File: src/rtl/ushift_pkg.sv
// Shared constants for the universal shift register:
// mode encodings and FSM state type.
package ushift_pkg;

    localparam logic [2:0] M_HOLD  = 3'b000;
    localparam logic [2:0] M_LOAD  = 3'b001;
    localparam logic [2:0] M_SHL   = 3'b010;
    localparam logic [2:0] M_SHR   = 3'b011;
    localparam logic [2:0] M_ROTL  = 3'b100;
    localparam logic [2:0] M_ROTR  = 3'b101;
    localparam logic [2:0] M_BROTL = 3'b110;
    localparam logic [2:0] M_BROTR = 3'b111;

    typedef enum logic {
        ST_IDLE = 1'b0,
        ST_RUN  = 1'b1
    } state_t;

endpackage

File: src/rtl/ushift_reg.sv
// Universal shift register: load, shift, rotate and
// multi-cycle burst rotate with busy/done handshake.
module ushift_reg
    import ushift_pkg::*;
#(
    parameter int              WIDTH   = 8,
    parameter logic [WIDTH-1:0] RST_VAL = '0,
    parameter int              AW      = $clog2(WIDTH)
) (
    input  logic             clk,
    input  logic             rst_n,
    input  logic             clr,
    input  logic             en,
    input  logic [2:0]       mode,
    input  logic [WIDTH-1:0] d,
    input  logic [AW-1:0]    amt,
    input  logic             sin_r,
    input  logic             sin_l,
    output logic [WIDTH-1:0] q,
    output logic             sout_l,
    output logic             sout_r,
    output logic             busy,
    output logic             done,
    output logic             changed
);

    logic [WIDTH-1:0] data_q, data_d;
    logic [AW-1:0]    rem_q, rem_d;
    state_t           state_q, state_d;
    logic             dir_q, dir_d;
    logic             done_q, done_d;
    logic             changed_q, changed_d;

    logic [WIDTH-1:0] rotl, rotr;

    assign rotl = {data_q[WIDTH-2:0], data_q[WIDTH-1]};
    assign rotr = {data_q[0], data_q[WIDTH-1:1]};

    always_comb begin
        data_d  = data_q;
        rem_d   = rem_q;
        state_d = state_q;
        dir_d   = dir_q;
        done_d  = 1'b0;
        if (clr) begin
            data_d  = RST_VAL;
            rem_d   = '0;
            state_d = ST_IDLE;
        end else if (state_q == ST_RUN) begin
            data_d = dir_q ? rotr : rotl;
            rem_d  = rem_q - AW'(1);
            if (rem_q == AW'(1)) begin
                done_d  = 1'b1;
                state_d = ST_IDLE;
            end
        end else if (en) begin
            unique case (mode)
                M_HOLD: data_d = data_q;
                M_LOAD: data_d = d;
                M_SHL:  data_d = {data_q[WIDTH-2:0], sin_r};
                M_SHR:  data_d = {sin_l, data_q[WIDTH-1:1]};
                M_ROTL: data_d = rotl;
                M_ROTR: data_d = rotr;
                M_BROTL, M_BROTR: begin
                    // mode[0] selects rotate-right
                    dir_d = mode[0];
                    if (amt == '0) begin
                        done_d = 1'b1;
                    end else begin
                        data_d = mode[0] ? rotr : rotl;
                        if (amt == AW'(1)) begin
                            done_d = 1'b1;
                        end else begin
                            rem_d   = amt - AW'(1);
                            state_d = ST_RUN;
                        end
                    end
                end
            endcase
        end
        changed_d = (data_d != data_q);
    end

    always_ff @(posedge clk or negedge rst_n) begin
        if (!rst_n) begin
            data_q    <= RST_VAL;
            rem_q     <= '0;
            state_q   <= ST_IDLE;
            dir_q     <= 1'b0;
            done_q    <= 1'b0;
            changed_q <= 1'b0;
        end else begin
            data_q    <= data_d;
            rem_q     <= rem_d;
            state_q   <= state_d;
            dir_q     <= dir_d;
            done_q    <= done_d;
            changed_q <= changed_d;
        end
    end

    assign q       = data_q;
    assign sout_l  = data_q[WIDTH-1];
    assign sout_r  = data_q[0];
    assign busy    = (state_q == ST_RUN);
    assign done    = done_q;
    assign changed = changed_q;

endmodule

File: config.mk
export PLATFORM = sky130hd
export DESIGN_NAME = ushift_reg
export DESIGN_NICKNAME = d
export VERILOG_FILES = /design/src/rtl/ushift_pkg.sv /design/src/rtl/ushift_reg.sv
export SDC_FILE = /design/constraint.sdc
export NUM_CORES = 1
export LEC_CHECK = 0
export ABC_AREA = 0
export CAP_MARGIN = 40
export CORE_ASPECT_RATIO = 0.75
export CORE_MARGIN = 2
export CORE_UTILIZATION = 57
export CTS_CLUSTER_SIZE = 14
export DETAILED_ROUTE_END_ITERATION = 16
export GPL_ROUTABILITY_DRIVEN = 1
export GPL_TIMING_DRIVEN = 0
export PLACE_DENSITY = 0.86
export SYNTH_ARGS = -nofsm -noshare
export SYNTH_HDL_FRONTEND = slang
export SYNTH_SLANG_ARGS = --single-unit
export TNS_END_PERCENT = 1
File: constraint.sdc
create_clock -name clk -period 4.3 [get_ports clk]
set_input_delay 1.075 -clock clk [delete_from_list [all_inputs] [get_ports clk]]
set_output_delay 1.075 -clock clk [all_outputs]
set_load 0.05 [all_outputs]
; ---- Word level (Yosys, flattened, before mapping)
; Index checks and enable logic that the tools add are counted.
[totals]
reg_bits = 15
in_bits = 20
wordCells = 56
output_inout_bits = 13
[classes]
n_reduce_logical = 7
n_mux = 27
bitwise_logic = 2
eq_ne = 12
add_sub_neg = 2
[op_table]
columns = operator, n
row1 = $pmux W8 S7, 1
row2 = $mux W8, 6
row3 = $mux W3, 6
row4 = $mux W1, 14
row5 = $eq A3 B3 Y1 const B, 4
row6 = $eq A3 B1 Y1 const B, 3
row7 = $ne A8 B8 Y1, 1
row8 = $reduce_and A4 Y1, 2
row9 = $eq A3 B2 Y1 const B, 2
row10 = $logic_not A3 Y1, 2
row11 = $ne A3 B3 Y1 const B, 2
row12 = $reduce_bool A3 Y1, 2
row13 = $sub A3 B1 Y3 const B, 2
row14 = $not A1 Y1, 2
row15 = $reduce_or A2 Y1, 1

; ---- Longest topological paths before layout
[depth]
ltp_word = 7
depth_mapped = 8
depth_no_buf = 8

; ---- Least setup slack after synthesis
; OpenSTA, ideal clock, no wires.
[synth_path]
path_kind = input to register
from = input port amt[1]
to = register changed_q (netlist: changed)
t_arrival_ps = 2743
path_buffers = 0
setup_time_ps = 143
stages = 8
path_slack_ps = 1413
required_ps = 4157
cell_sequence = inv_1 > ha_1 > nor2b_1 > o21ai_1 > a221oi_1 > mux2_2 > a2111oi_2 > o2111ai_1
[synth_between]
elab_chain_len = 7
[synth_lines]
columns = item, line
row1 = start: declaration, ushift_reg.sv:16  ; input logic [AW-1:0] amt,
row2 = $logic_not A3 Y1, ushift_reg.sv:67  ; if (amt == '0) begin
row3 = $mux W8, ushift_reg.sv:67
row4 = $pmux W8 S7, ushift_reg.sv:57  ; unique case (mode)
row5 = $mux W8, ushift_reg.sv:56  ; end else if (en) begin
row6 = $mux W8, ushift_reg.sv:49  ; end else if (state_q == ST_RUN) begin
row7 = $mux W8, ushift_reg.sv:45  ; if (clr) begin
row8 = $ne A8 B8 Y1, ushift_reg.sv:81  ; changed_d = (data_d != data_q);
row9 = named net changed_d, ushift_reg.sv:32  ; logic changed_q, changed_d;
row10 = end signal: assignment, ushift_reg.sv:98  ; changed_q <= changed_d;
row11 = end: declaration, ushift_reg.sv:32
; The timed path passes the listed nets, and every way through them passes these cells.
; A chain may end at the register's enable or synchronous reset.

; ---- Final worst setup path
[layout_path]
from = input port amt[0]
to = register changed_q (netlist: changed)
; Same word-level chain as after synthesis.

==> results.md <==
* Die height at 52.9 um
* Number of global-route vias before repair at 1,713
* Synth Area in Simple Gates at 22.6%
* Die Wd at 69.2 um
* Largest net degree at the start of global routing at 16
* Antenna diode count at 0
* Area share of the largest cell type after synthesis at 20.6%
* Total Power Consumption at 0.000587 W
* Area Growth Syn to Fin at 22.2%
* Fmax achieved at 293 MHz
* Ratio of cells with drive above 1 in the final layout at 11.1%
* Wire length per cell at 18.4 um
* Vias per cell at 6.59
* Compound-Gate Fraction of Synth Area at 31.1%
* Synthesized Nets at 260
* Comb pwr share at 50.8%
* Worst hold stages at 1
* Worst slew pin tran at 691 ps
* Final WL at 5.67 mm
* Gpl congestion at 0.949
* Xor-xnor portion of the synthesized cell area at 0.963%
* Worst EP required at 4410 ps
* Critical path fanouts, max at 5
* Clk network pwr share at 20.0%
* Main synth FF type: dfrtp_1
* Post-DP Area at 0.00218 mm^2
* #FFs+latches synth at 15
* Crit Reg-Reg Endpoint: changed
* Post-CTS Repair Setup Buffers at 0
* Worst hold endpoint: rem_q[0]
* Syn avg cell area at 7.74 um^2
* Final instance area at 0.00222 mm^2
* # resized after CTS at 0
* # DRC at 0
* Initial antenna violation count at 0
* Post-synth EDFFs at 0
* CTS tree: done
* Post-Syn Area at 0.00182 mm^2
* CTS buffer count at 3
* P per Cell Area at 264 mW/mm^2
* Kind of critical path: in -> reg
* Drt pass-1 iters at 5
* First-pass GRT wire length at 9.12 mm
* Commonest non-fill, non-tap cells in the layout: 31 x clkdlybuf4s50_1, 27 x a21oi_1, 18 x nor2_1
* Total net switching power at 0.000247 W
* H-tree depth at 1
* I/O Buffers at 31
* Vias at 2,031
* Final clock skew at 2.05 ps
* Status: finished clean
* Unrepaired setup endpoints after global routing: no
* Crit. End Element: flop
* # Max-Cap Violations at 0
* Post-Synth Adder-Cell Area at 3.44%
* HP Class: reg -> reg
* CTS clk-pin slew, worst paths at 60 ps
* Fin. Hold Viols at 0
* Synth cell types at 61
* Post-route clock period utilization at 79.4%
* GRT Total Usage at 32.5%
* Crit path DAT at 3520 ps
* Clock buffer depth at 2
* Largest cells by area after synthesis: dfrtp_1 21%, mux2i_1 8.3%, a21oi_1 7.4%, nor2_1 3.7%, ha_1 3.4%
* Mux cell area share after synthesis at 12.2%
* Residual overflow from global routing at 0
* Hold path startpoint: rem_q[0]
* Hpwl dp at 4.28 mm
* Internal reg-to-reg setup slack at 1980 ps
* Switch share at 42.0%
* Initial Util at 60.7%
* Slew HR at 53.8%
* PnR worst setup slack at 884 ps
* Async SR Flop Fraction at 100%
* Fill cell count at 250
* Synth Instances at 235
* Internal Power at 0.000340 W
* Total negative slack at 0 ps
* CTS sink cnt at 15
* # setup viols final at 0
* Clk Latency, worst-skew pair at 250 ps
* Final Max Slew Viols at 0
* CP startpoint kind: input pin
* Commonest non-fill, non-tap cell in the layout: clkdlybuf4s50_1
* Critical R2R Launch: dir_q
* Ys Warns at 0
* Core Area at 0.00300 mm^2
* Clock root cell: clkbuf_8
* Worst VDD drop at 0.243 mV
* LEAKAGE at 0.915 nW
* Reg2Reg Depth at 7
* Sequential Power Share at 29.1%
* Largest area contributor in the netlist: dfrtp_1
* 1st-iter DRT viols at 206
* Row Count at 17
* Min Tclk post-route at 3420 ps
* Hold Buf Count CTS at 0
* Final nets at 296
* WHS at 531 ps
* Post-route ant nets at 0
* Sequential area share after synthesis at 20.6%
* Die area at 0.00366 mm^2
* Place WS at 692 ps
* Largest family of logic cells by synthesized area: compound AO/OA/AOI/OAI gates
* I/O pins at 33
[power by group through the flow]
stage / clock (W) / sequential [W] / combinational (W)
after detailed placement: 0 / 0.000173 / 0.000291
after floorplan: 0 / 0.000203 / 0.000172
after CTS: 0.000117 / 0.000171 / 0.000293
after global placement: 0 / 0.000172 / 0.000289
after global routing: 0.000124 / 0.000173 / 0.000321
final: 0.000118 / 0.000171 / 0.000298
[layout make-up]
class / count / area, um^2 / share of cell area, %
Inverter: 9 / 33.8 / 1.52
Sequential cell: 15 / 375 / 16.9
Multi-Input combinational cell: 187 / 1280 / 57.5
Clock buffer: 3 / 41.3 / 1.86
Timing Repair Buffer: 31 / 310 / 14.0
Buffer: 24 / 131 / 5.91
Clock inverter: 1 / 5.00 / 0.225
Tap cell: 38 / 47.5 / 2.14
[through the flow]
step,instances,util [%]
finish,308,74.1
global route,308,74.1
CTS,308,74.1
detailed placement,304,72.6
global placement,304,72.6
floorplan,235,-
[cell families (layout without fill, tap and decap cells)]
logic type / count (synthesis) / in the layout
flip-flops: 15 / 15
buffers and inverters: 33 / 68
multiplexers: 21 / 21
adder cells (fa/ha/maj): 5 / 5
AO/OA/AOI/OAI: 82 / 82
XOR/XNOR: 2 / 2
AND/OR/NAND/NOR: 77 / 77
[synthesized netlist by cell type (2+ instances only)]
cell type	number
nand2_1	12
a21o_1	4
a21oi_1	27
and3b_1	2
o31ai_1	2
dfrtp_1	15
o21a_1	4
a31oi_1	5
nand2b_1	5
mux2_2	4
clkbuf_1	11
nand3_1	9
buf_6	2
inv_1	8
nor2_1	18
a211oi_1	8
and2_1	3
nand3b_1	3
ha_1	5
mux2i_1	15
buf_2	6
o21ai_1	3
a221oi_1	2
or3_1	2
o21ai_0	5
buf_4	5
nor4_1	2
xor2_1	2
a22oi_1	2
nor3_1	11
nor3b_1	3
[state kept, by name (all words and copies together) (netlist names)]
register  flops
q             8
rem_q         3
busy          1
changed       1
dir_q         1
done          1
[layer usage]
layer  track usage (%)  wire length, um  up-vias
li1                  -                -      941
met1              49.0             2610      944
met2              48.7             2390      136
met3              6.48              603       10
met4              4.25               61        0
met5                 0                0        -
[how the worst max path moves through the flow]
| stage | startpoint | to | depth (start not counted) |
|---|---|---|---|
| floorplan | amt[1] | changed | 8 |
| global placement | amt[0] | changed | 9 |
| detailed placement | amt[0] | changed | 9 |
| CTS | amt[0] | changed | 9 |
| global route | amt[0] | changed | 9 |
| finish | amt[0] | changed | 9 |
[worst max-delay path, stage by stage]
cell and delay, ps:
clkdlybuf4s50_1 520, inv_1 80, ha_1 270, nand3b_1 240, nor2_1 70, a221oi_1 370
mux2_2 410, a2111oi_2 330, o2111ai_1 160
No activity file was read; power rests on OpenSTA's default activity.
